**src/rtl/mem_access_unit_if.sv**
```systemverilog
// Data-memory bus between the memory access unit and data memory.
// master = access unit, slave = memory.
interface mem_access_unit_if #(
   parameter int WIDTH = 32
);
   logic             MEM_REQ;
   logic             MEM_WE;
   logic [WIDTH-1:0] MEM_ADDR;
   logic [WIDTH-1:0] MEM_WDATA;
   logic             MEM_ACK;
   logic [WIDTH-1:0] MEM_RDATA;

   modport master (
      output MEM_REQ,
      output MEM_WE,
      output MEM_ADDR,
      output MEM_WDATA,
      input  MEM_ACK,
      input  MEM_RDATA
   );

   modport slave (
      input  MEM_REQ,
      input  MEM_WE,
      input  MEM_ADDR,
      input  MEM_WDATA,
      output MEM_ACK,
      output MEM_RDATA
   );
endinterface

```
**src/rtl/mem_access_unit.sv**
```systemverilog
// MEM-stage load/store sequencer: issues one word access per instruction,
// stalls the pipeline until ack or timeout, flags misaligned addresses.
module mem_access_unit #(
   parameter int WIDTH   = 32,
   parameter int TIMEOUT = 16
) (
   input  logic             CLK,
   input  logic             CLR_N,
   input  logic             MEM_TO_REG_M,
   input  logic             MEM_WRITE_M,
   input  logic [WIDTH-1:0] ALU_OUT_M,
   input  logic [WIDTH-1:0] WRITE_DATA_M,
   output logic             STALL_M,
   output logic [WIDTH-1:0] READ_DATA_M,
   output logic             MISALIGN_M,
   output logic             TIMEOUT_M,
   mem_access_unit_if.master mem
);

   typedef enum logic [1:0] {
      S_IDLE,
      S_BUSY,
      S_DONE
   } state_t;

   localparam logic [7:0] LP_LAST = 8'(TIMEOUT - 1);

   state_t           r_state;
   state_t           w_next;
   logic [7:0]       r_cnt;
   logic             r_req;
   logic             r_we;
   logic [WIDTH-1:0] r_addr;
   logic [WIDTH-1:0] r_wdata;
   logic [WIDTH-1:0] r_rdata;
   logic             r_timeout;

   logic w_req;
   logic w_aligned;
   logic w_issue;
   logic w_ack;
   logic w_expire;
   logic w_stall;
   logic w_misalign;

   assign w_req     = MEM_TO_REG_M | MEM_WRITE_M;
   assign w_aligned = (ALU_OUT_M[1:0] == 2'b00);

   always_ff @(posedge CLK or negedge CLR_N) begin
      if (!CLR_N) begin
         r_state <= S_IDLE;
      end else begin
         r_state <= w_next;
      end
   end

   // Ack is only looked at in BUSY; it beats the timeout in the last wait cycle.
   always_comb begin
      w_next     = r_state;
      w_stall    = 1'b0;
      w_misalign = 1'b0;
      w_issue    = 1'b0;
      w_ack      = 1'b0;
      w_expire   = 1'b0;
      unique case (r_state)
         S_IDLE: begin
            if (w_req) begin
               if (w_aligned) begin
                  w_stall = 1'b1;
                  w_issue = 1'b1;
                  w_next  = S_BUSY;
               end else begin
                  w_misalign = 1'b1;
               end
            end
         end
         S_BUSY: begin
            w_stall = 1'b1;
            if (mem.MEM_ACK) begin
               w_ack  = 1'b1;
               w_next = S_DONE;
            end else if (r_cnt == LP_LAST) begin
               w_expire = 1'b1;
               w_next   = S_DONE;
            end
         end
         S_DONE: begin
            w_next = S_IDLE;
         end
         default: begin
            w_next = S_IDLE;
         end
      endcase
   end

   always_ff @(posedge CLK or negedge CLR_N) begin
      if (!CLR_N) begin
         r_cnt     <= '0;
         r_req     <= 1'b0;
         r_we      <= 1'b0;
         r_addr    <= '0;
         r_wdata   <= '0;
         r_rdata   <= '0;
         r_timeout <= 1'b0;
      end else begin
         r_timeout <= w_expire;
         if (w_issue) begin
            r_cnt   <= '0;
            r_req   <= 1'b1;
            r_we    <= MEM_WRITE_M;
            r_addr  <= ALU_OUT_M;
            r_wdata <= WRITE_DATA_M;
         end
         if (w_ack) begin
            r_req <= 1'b0;
            if (!r_we) begin
               r_rdata <= mem.MEM_RDATA;
            end
         end
         if (w_expire) begin
            r_req <= 1'b0;
            if (!r_we) begin
               r_rdata <= '0;
            end
         end
         if ((r_state == S_BUSY) && !w_ack && !w_expire) begin
            r_cnt <= r_cnt + 8'd1;
         end
      end
   end

   assign STALL_M       = w_stall;
   assign MISALIGN_M    = w_misalign;
   assign TIMEOUT_M     = r_timeout;
   assign READ_DATA_M   = r_rdata;
   assign mem.MEM_REQ   = r_req;
   assign mem.MEM_WE    = r_we;
   assign mem.MEM_ADDR  = r_addr;
   assign mem.MEM_WDATA = r_wdata;

endmodule

```
**src/flat_wrapper.sv**
```systemverilog
// flat-port wrapper written by rule: the top's interface ports become plain ports
module mem_access_unit_flat 
#(
   parameter int WIDTH   = 32,
   parameter int TIMEOUT = 16
)
  (CLK, CLR_N, MEM_TO_REG_M, MEM_WRITE_M, ALU_OUT_M, WRITE_DATA_M, STALL_M, READ_DATA_M, MISALIGN_M, TIMEOUT_M, mem_MEM_REQ, mem_MEM_WE, mem_MEM_ADDR, mem_MEM_WDATA, mem_MEM_ACK, mem_MEM_RDATA);
  mem_access_unit_if #(.WIDTH(WIDTH)) mem_i ();
  input  logic CLK;
  input  logic CLR_N;
  input  logic MEM_TO_REG_M;
  input  logic MEM_WRITE_M;
  input  logic [WIDTH-1:0] ALU_OUT_M;
  input  logic [WIDTH-1:0] WRITE_DATA_M;
  output logic STALL_M;
  output logic [WIDTH-1:0] READ_DATA_M;
  output logic MISALIGN_M;
  output logic TIMEOUT_M;
  output wire logic [$bits(mem_i.MEM_REQ)-1:0] mem_MEM_REQ;
  output wire logic [$bits(mem_i.MEM_WE)-1:0] mem_MEM_WE;
  output wire logic [$bits(mem_i.MEM_ADDR)-1:0] mem_MEM_ADDR;
  output wire logic [$bits(mem_i.MEM_WDATA)-1:0] mem_MEM_WDATA;
  input wire logic [$bits(mem_i.MEM_ACK)-1:0] mem_MEM_ACK;
  input wire logic [$bits(mem_i.MEM_RDATA)-1:0] mem_MEM_RDATA;
  assign mem_MEM_REQ = mem_i.MEM_REQ;
  assign mem_MEM_WE = mem_i.MEM_WE;
  assign mem_MEM_ADDR = mem_i.MEM_ADDR;
  assign mem_MEM_WDATA = mem_i.MEM_WDATA;
  assign mem_i.MEM_ACK = mem_MEM_ACK;
  assign mem_i.MEM_RDATA = mem_MEM_RDATA;
  mem_access_unit #(.WIDTH(WIDTH), .TIMEOUT(TIMEOUT)) u_core (.CLK(CLK), .CLR_N(CLR_N), .MEM_TO_REG_M(MEM_TO_REG_M), .MEM_WRITE_M(MEM_WRITE_M), .ALU_OUT_M(ALU_OUT_M), .WRITE_DATA_M(WRITE_DATA_M), .STALL_M(STALL_M), .READ_DATA_M(READ_DATA_M), .MISALIGN_M(MISALIGN_M), .TIMEOUT_M(TIMEOUT_M), .mem(mem_i));
endmodule
```
**config.mk**
```make
export PLATFORM = sky130hd
export DESIGN_NAME = mem_access_unit_flat
export DESIGN_NICKNAME = d
export VERILOG_FILES = /design/src/rtl/mem_access_unit_if.sv /design/src/rtl/mem_access_unit.sv /design/src/flat_wrapper.sv
export SDC_FILE = /design/constraint.sdc
export NUM_CORES = 1
export LEC_CHECK = 0
export CAP_MARGIN = 20
export CORE_AREA = 2 2 119 121
export DETAILED_ROUTE_END_ITERATION = 8
export DIE_AREA = 0 0 121 123
export HOLD_SLACK_MARGIN = 0.08
export PLACE_DENSITY = 0.64
export SLEW_MARGIN = 20
export SYNTH_ARGS = -nofsm -noshare
export SYNTH_HDL_FRONTEND = slang
export SYNTH_SLANG_ARGS = --single-unit
```
**constraint.sdc**
```tcl
create_clock -name CLK -period 3.55 [get_ports CLK]
set_input_delay 0.355 -clock CLK [delete_from_list [all_inputs] [get_ports CLK]]
set_output_delay 0.355 -clock CLK [all_outputs]
set_load 0.05 [all_outputs]
```
==> results.yml, run 1 <==
drt:
  wirelength_um: 11810
  vias_per_cell: 4.495
  drc_errors: 0
  ant_nets: 0
  dr_total_vias: 3839
  avgRoutedWirePerCell_um: 13.83
  dr.pass1.iters: 4
  drt_iter0_markers: 134
synth:
  synth_top_cell_by_area: "dfrtp_1"
  ys_ff_latch: 109
  async_flop_share_pct: 100.0
  syn-cell-area_um2: 4274
  ys.flop_type: "dfrtp_1"
  synth_top_area_share_pct: 63.82
  yosysWarnings: 0
  synthTopCellsByArea: "dfrtp_1 64%, nand2_1 23%, a21oi_1 4.1%, clkbuf_1 1.8%, nand3_1 0.70%"
  ys_seq_area_share_pct: 63.82
  yosysMostFrequentCell: "nand2_1"
  ys_types: 33
  synthCells: 477
  synth-edff-count: 0
  synth_nets: 579
  synthTopCellsByCount: "261 x nand2_1, 109 x dfrtp_1, 35 x a21oi_1"
  syn_avg_cell_area_um2: 8.960
placed_design:
  gp_congestion: 0.8082
  placed_cells: 837
  dp_slack_ns: 1.052
  io_buffers: 201
  hpwl_um: 8419
  place_area_um2: 6469
sta:
  hold_viol_final: 0
  rsz0062_at_grt: "no"
  slew-limit-headroom_pct: 29.92
  tns_ns: 0
  worstMarginPinSlew_ns: 1.051
  fin_crit_ns: 2.459
  skew_ns: 0.002742
  fin_ws_ns: 1.091
  fmax_mhz: 406.6
  slew_violations: 0
  setup_viol: 0
  holdWs_ns: 0.4735
  min_period_over_period_pct: 69.28
setup_path:
  cp.arrival_ns: 2.10
  r2r_slack_ns: 1.52
  cp.depth: 4
  cp-startpoint: "ALU_OUT_M[1]"
  crit_chain: "clkdlybuf4s50_1 -> nor2_1 -> nor4_1 -> clkdlybuf4s50_1"
  end_kind: "output port"
  path_buf_inv: 2
  path_max_fanout: 3
  cpPeakStageDelay_ns: 0.88
  slowest_stage: "clkdlybuf4s50_1"
  critPathLaunchType: "input pin"
  reg2reg_to: "u_core.READ_DATA_M[13]$_DFF_PN0_"
  cp.required_ns: 3.19
  cp-endpoint: "MISALIGN_M"
  r2r_cells: 4
  cp_common_cell: "clkdlybuf4s50_1"
  reg2reg_from: "u_core.r_cnt[5]$_DFFE_PN0P_"
  cp_top_family: "buffers and inverters"
  crit_type: "input pin to output port"
floorplanning:
  fp.dieH_um: 123
  rows: 43
  start_util_pct: 31.40
  ios: 202
  dieWidth_um: 121
  dieArea_um2: 14880
  coreArea_um2: 13610
cts:
  cts_resized: 0
  clkSinkCount: 109
  cts_buffers: 9
  clk_latency_ns: 0.34
  clk_pin_slew_worst_paths_ns: 0.07
  cts_tree: "built"
  cts-root-buf: "clkbuf_16"
  htree_levels: 3
  clk_path_buf_depth: 2
grt:
  antenna_found_initial: 0
  grt_pass1_vias: 3842
  grt_pass1_wl_um: 18730
  overflow: 0
  track_usage_pct: 16.01
  grt_max_degree: 71
hold_path:
  hp-class: "register to register"
power_and_ir_drop:
  power.density_nw_per_um2: 797.7
  p_leak_nw: 3.132
  finalPower_mw: 5.403
  ir_drop_mv: 0.2868
layout:
  fin_cells: 854
  drive_gt1_share_pct: 3.412
  fin_area_um2: 6773
  areaGrowthSynthToFinish_pct: 58.46
  nets: 771
  diodes: 0
  fin_util_pct: 49.76
outcome:
  outcome: "finished, final reports clean"
flow_run:
  cap_violations: 0
## registers in the layout, indices dropped and copies added, names as in the netlist
signal / flops
u_core.r_cnt: 8
u_core.mem.MEM_ADDR: 32
u_core.READ_DATA_M: 32
u_core.mem.MEM_WE: 1
u_core.mem.MEM_REQ: 1
u_core.TIMEOUT_M: 1
u_core.r_state: 2
u_core.mem.MEM_WDATA: 32
## worst register-to-register path, stage by stage (launching register included)
cell     delay [ns]
dfrtp_1        0.44
or4_1          0.62
nor3_4         0.43
buf_4          0.34
a21oi_1        0.08
## layout by cell type, fill, tap and decap left out, types with 3 or more instances in the layout
master and n:
buf_4 5, clkdlybuf4s50_1 200, nand2_1 261, o21ai_0 3, dfrtp_1 109, nand3_1 6, a21oi_1 35, nor2_1 7
clkbuf_16 9
## routing by layer
layer	track usage, %	up-vias	wire length, um
met5	0	-	0
met1	19.34	1806	4994
li1	-	1881	-
met3	6.504	10	1196
met2	26.02	142	5487
met4	5.451	0	129
## kinds of logic (layout without fill, tap and decap cells)
family                     after synthesis  in the layout  synth area share (%)
DFF                                    109            109                 63.82
xor gates and xnor gates                 2              2                0.4099
and+or+nand+nor                        291            291                 27.08
AOI/OAI and AO/OA                       46             46                 5.826
buffers and inverters                   28            225                 2.576
adders and majority gates                1              1                0.2927
## report_power, final
group	switching, mW	internal (mW)	total (mW)
Clock	0.434	0.565	0.999
Sequential	0.218	1.61	1.83
Combinational	1.72	0.859	2.58
## worst min path at each step
stage,slack [ns],depth (start not counted),start,end
floorplan,0.06,0,CLR_N,u_core.READ_DATA_M[0]$_DFF_PN0_
global placement,0.36,1,CLR_N,u_core.READ_DATA_M[20]$_DFF_PN0_
detailed placement,0.38,1,CLR_N,u_core.READ_DATA_M[20]$_DFF_PN0_
CTS,0.48,2,u_core.mem.MEM_WDATA[3]$_DFFE_PN0P_,u_core.mem.MEM_WDATA[3]$_DFFE_PN0P_
global route,0.50,2,u_core.mem.MEM_WDATA[25]$_DFFE_PN0P_,u_core.mem.MEM_WDATA[25]$_DFFE_PN0P_
finish,0.47,2,u_core.mem.MEM_WDATA[21]$_DFFE_PN0P_,u_core.mem.MEM_WDATA[21]$_DFFE_PN0P_
## area by class of cell
| class | instances | area, um^2 |
|---|---|---|
| clock buffers | 12 | 246.5 |
| repair buffers | 207 | 2069 |
| inverters | 2 | 7.507 |
| fillers | 1266 | 6839 |
| multi-input cells | 340 | 1449 |
| clock inverters | 4 | 47.55 |
| flip-flops and latches | 109 | 2728 |
| well taps | 180 | 225.2 |
## repair_timing
action	4_1_cts	5_1_grt
setup buffers	0	0
hold buffers	1	0
endpoints found under the hold margin	40	0
(Power assumes the default switching activity.)
==> run 2, diff against run 1 <==
==> constraint.sdc (replaced) <==
create_clock -name CLK -period 2.39 [get_ports CLK]
set_input_delay 0.239 -clock CLK [delete_from_list [all_inputs] [get_ports CLK]]
set_output_delay 0.239 -clock CLK [all_outputs]
set_load 0.05 [all_outputs]
==> results.yml, run 2 (same netlist as run 1, synthesis figures left out) <==
placed_design:
  placed_cells: 843
  hpwl_um: 8428
  place_area_um2: 6521
  dp_slack_ns: 0.3621
  gp_congestion: 0.7860
  io_buffers: 201
layout:
  final_common_cell: "nand2_1"
  areaGrowthSynthToFinish_pct: 59.69
  fin_util_pct: 50.14
  fin_cells: 860
  fin_area_um2: 6825
  nets: 777
  final_cell_mix: "261 x nand2_1, 198 x clkdlybuf4s50_1, 109 x dfrtp_1, 35 x a21oi_1, 12 x buf_4"
  diodes: 0
  ff_latch_area_um2: 2728
  multi_input_area_um2: 1449
  nFillCells: 1256
  drive_gt1_share_pct: 4.559
sta:
  fin_crit_ns: 1.930
  worstMarginPinSlew_ns: 0.6951
  holdWs_ns: 0.4028
  setup_viol: 0
  fin_ws_ns: 0.4598
  fmax_mhz: 518.1
  rsz0062_at_grt: "no"
  slew-limit-headroom_pct: 53.23
  skew_ns: 0.005490
  hold_viol_final: 0
  min_period_over_period_pct: 80.76
  tns_ns: 0
  slew_violations: 0
floorplanning:
  fp.dieH_um: 123
  dieArea_um2: 14880
  coreArea_um2: 13610
  ios: 202
  rows: 43
  dieWidth_um: 121
  start_util_pct: 31.40
cts:
  clk_path_buf_depth: 2
  htree_levels: 3
  clk_pin_slew_worst_paths_ns: 0.07
  clk_latency_ns: 0.34
  clkSinkCount: 109
  cts_buffers: 9
  cts_tree: "built"
  cts-root-buf: "clkbuf_16"
  post_cts_buffers: 0
setup_path:
  path_max_fanout: 5
  path_buf_inv: 1
  cp_top_family: "buffers and inverters"
  cp-startpoint: "u_core.mem.MEM_WE$_DFFE_PN0P_"
  cp.arrival_ns: 1.69
  r2r_slack_ns: 0.63
  critPathLaunchType: "register"
  cp-endpoint: "mem_MEM_WE"
  reg2reg_to: "u_core.r_cnt[5]$_DFFE_PN0P_"
  slowest_stage: "clkdlybuf4s50_1"
  cp.depth: 1
  r2r_cells: 4
  end_kind: "output port"
  cpPeakStageDelay_ns: 0.87
  crit_chain: "clkdlybuf4s50_1"
  cp.required_ns: 2.15
  reg2reg_from: "u_core.r_cnt[5]$_DFFE_PN0P_"
  crit_type: "register to output port"
grt:
  overflow: 0
  grt_pass1_wl_um: 18720
  antenna_found_initial: 0
  track_usage_pct: 15.95
  grt_max_degree: 48
  grt_pass1_vias: 3805
drt:
  vias_per_cell: 4.506
  dr_total_vias: 3875
  avgRoutedWirePerCell_um: 13.43
  ant_nets: 0
  wirelength_um: 11550
  drc_errors: 0
  drt_iter0_markers: 247
  dr.pass1.iters: 4
power_and_ir_drop:
  power.density_nw_per_um2: 1175
  p_leak_nw: 3.168
  finalPower_mw: 8.017
  ir_drop_mv: 0.4823
hold_path:
  hp-class: "input pin to asynchronous set/reset pin"
outcome:
  outcome: "finished, final reports clean"
flow_run:
  cap_violations: 0
[run 2: cell types whose count changed in the layout (fill, tap and decap cells not counted), sizes merged]
cell,previous run,this run
buf,6,14
clkdlybuf4s50,200,198
[run 2: area by class of cell]
type | count | share of cell area, %
timing repair buffer | 213 | 31.09
tap | 180 | 3.300
clock inverter | 4 | 0.6966
inverter | 2 | 0.1100
clock buffer | 12 | 3.611
multi-input combinational | 340 | 21.23
sequential | 109 | 39.96
[run 2: power breakdown]
part / internal (mW) / switching, mW
clock network: 0.838 / 0.633
registers: 2.39 / 0.319
logic: 1.29 / 2.55
[run 2: metal layers]
layer  vias to the layer above  wire (um)  GRT usage [%]  share of wire (%)
met5                         -          0              0                  0
met4                         0        316          7.922                2.7
met3                        22       1201          6.273                 10
met2                       156       5203          24.02                 45
met1                      1809       4827          20.01                 42
li1                       1888          -              -                  -
[run 2: how the worst min path moves through the flow]
stage | from | to | slack [ns]
3_5_place_dp | CLR_N | u_core.READ_DATA_M[19]$_DFF_PN0_ | 0.23
3_3_place_gp | CLR_N | u_core.READ_DATA_M[20]$_DFF_PN0_ | 0.22
4_1_cts | WRITE_DATA_M[7] | u_core.mem.MEM_WDATA[7]$_DFFE_PN0P_ | 0.40
5_1_grt | ALU_OUT_M[2] | u_core.mem.MEM_ADDR[2]$_DFFE_PN0P_ | 0.41
6_report | CLR_N | u_core.READ_DATA_M[19]$_DFF_PN0_ | 0.40
2_1_floorplan | CLR_N | u_core.READ_DATA_M[0]$_DFF_PN0_ | -0.06
[run 2: what timing repair did]
action / 4_1_cts / 5_1_grt
hold buffers: 1 / 0
gates resized for setup: 0 / 0
endpoints found under the hold margin: 34 / 0
==> run 3, diff against run 2 <==
==> constraint.sdc (replaced) <==
create_clock -name CLK -period 1.85 [get_ports CLK]
set_input_delay 0.185 -clock CLK [delete_from_list [all_inputs] [get_ports CLK]]
set_output_delay 0.185 -clock CLK [all_outputs]
set_load 0.05 [all_outputs]
==> results.yml, run 3 (same netlist as run 1, synthesis figures left out) <==
sta:
  slew-limit-headroom_pct: 64.39
  fin_crit_ns: 1.720
  slew_violations: 0
  worstMarginPinSlew_ns: 0.5324
  tns_ns: 0
  hold_viol_final: 0
  setup_viol: 0
  rsz0062_at_grt: "no"
  min_period_over_period_pct: 92.95
  fmax_mhz: 581.6
  holdWs_ns: 0.3328
  skew_ns: 0.007718
setup_path:
  slowest_stage: "clkdlybuf4s50_1"
  critPathLaunchType: "register"
  end_kind: "output port"
  cpPeakStageDelay_ns: 0.83
  cp.required_ns: 1.66
  cp.arrival_ns: 1.53
  cp.depth: 1
  cp_top_family: "buffers and inverters"
  path_buf_inv: 1
  crit_chain: "clkdlybuf4s50_1"
  crit_type: "register to output port"
  r2r_cells: 4
  path_max_fanout: 2
power_and_ir_drop:
  p_clk_share_pct: 18.3
  power.density_nw_per_um2: 1498
  p_int_mw: 5.864
  ir_drop_mv: 0.9523
  sequentialPowerShare_pct: 33.5
  combinationalPowerShare_pct: 48.2
  swShare_pct: 43.52
  p_leak_nw: 3.216
  power_switching_mw: 4.519
placed_design:
  gp_congestion: 0.7718
  placed_cells: 847
  hpwl_um: 8074
  io_buffers: 201
layout:
  fin_util_pct: 50.91
  final_common_cell: "nand2_1"
  diodes: 0
  final_cell_mix: "261 x nand2_1, 196 x clkdlybuf4s50_1, 109 x dfrtp_1, 35 x a21oi_1, 12 x buf_4"
  drive_gt1_share_pct: 5.702
  nets: 781
  fin_cells: 864
  areaGrowthSynthToFinish_pct: 62.15
cts:
  clkSinkCount: 109
  clk_latency_ns: 0.34
  htree_levels: 3
  clk_path_buf_depth: 2
  cts-root-buf: "clkbuf_16"
  cts_buffers: 9
  clk_pin_slew_worst_paths_ns: 0.07
  cts_tree: "built"
  cts_resized: 0
hold_path:
  hp-class: "input pin to asynchronous set/reset pin"
drt:
  vias_per_cell: 4.433
  avgRoutedWirePerCell_um: 13.15
  wirelength_um: 11360
  drc_errors: 0
  dr.pass1.iters: 4
  dr_total_vias: 3830
  drt_iter0_markers: 110
  ant_nets: 0
floorplanning:
  dieArea_um2: 14880
  fp.dieH_um: 123
  dieWidth_um: 121
  start_util_pct: 31.40
  ios: 202
  coreArea_um2: 13610
  rows: 43
grt:
  overflow: 0
  antenna_found_initial: 0
  grt_pass1_vias: 3804
  track_usage_pct: 15.39
  grt_max_degree: 61
  grt_pass1_wl_um: 18170
flow_run:
  cap_violations: 0
outcome:
  outcome: "finished, final reports clean"
## run 3: cell types whose count changed in the layout (fill, tap and decap cells not counted)
cell,change
clkdlybuf4s50_1,-2
clkinv_2,+2
clkbuf_1,-1
clkinvlp_4,-1
buf_12,+6
nor4_2,+1
nor4_1,-1
## run 3: worst paths after layout
kind	slack, ns	to	start
worst min register to register	0.47	u_core.mem.MEM_ADDR[20]$_DFFE_PN0P_	u_core.mem.MEM_ADDR[20]$_DFFE_PN0P_
max in group asynchronous	0.88	u_core.r_cnt[5]$_DFFE_PN0P_	CLR_N
worst max-delay path	0.13	mem_MEM_WDATA[17]	u_core.mem.MEM_WDATA[17]$_DFFE_PN0P_
worst max register to register	0.19	u_core.READ_DATA_M[2]$_DFF_PN0_	u_core.r_cnt[5]$_DFFE_PN0P_
worst min-delay path	0.33	u_core.mem.MEM_ADDR[11]$_DFFE_PN0P_	CLR_N
min in group CLK	0.36	u_core.mem.MEM_ADDR[21]$_DFFE_PN0P_	ALU_OUT_M[21]
## run 3: timing repair
action / 4_1_cts / 5_1_grt
endpoints found under the hold margin: 25 / 0
buffers inserted: 0 / 0
hold buffers: 1 / 0
## run 3: layer usage
layer  up-vias  wire, um  global-route usage (%)
met5         -         0                       0
met4         0        70                   3.270
met3         7      1120                   6.734
met2       135      5274                   25.21
met1      1787      4896                   18.94
li1       1901         -                       -
## run 3: cell type report
type | count | area (um^2)
timing repair buffer | 217 | 2222
multi-input combinational | 340 | 1455
clock buffer | 11 | 242.7
inverter | 2 | 7.507
fill | 1286 | 6681
tap | 180 | 225.2
clock inverter | 5 | 50.05
sequential | 109 | 2728
## run 3: power groups by stage
stage	Combinational, mW	Clock (mW)	Sequential [mW]
finish	5.00	1.90	3.48
CTS	5.05	1.97	3.49
global route	5.28	2.07	3.58
detailed placement	5.04	0	3.52
floorplan	0.753	0	5.86
global placement	5.01	0	3.49
## run 3: stage by stage
stage          worst slack (ns)  cell area [um^2]  power [mW]
6_report                 0.1305              6930       10.38
5_1_grt                 0.07654              6930       10.93
4_1_cts                  0.1118              6930       10.52
3_5_place_dp            0.03463              6628       8.566
3_3_place_gp            0.03526              6628       8.503
2_1_floorplan            0.2594              4280       6.612
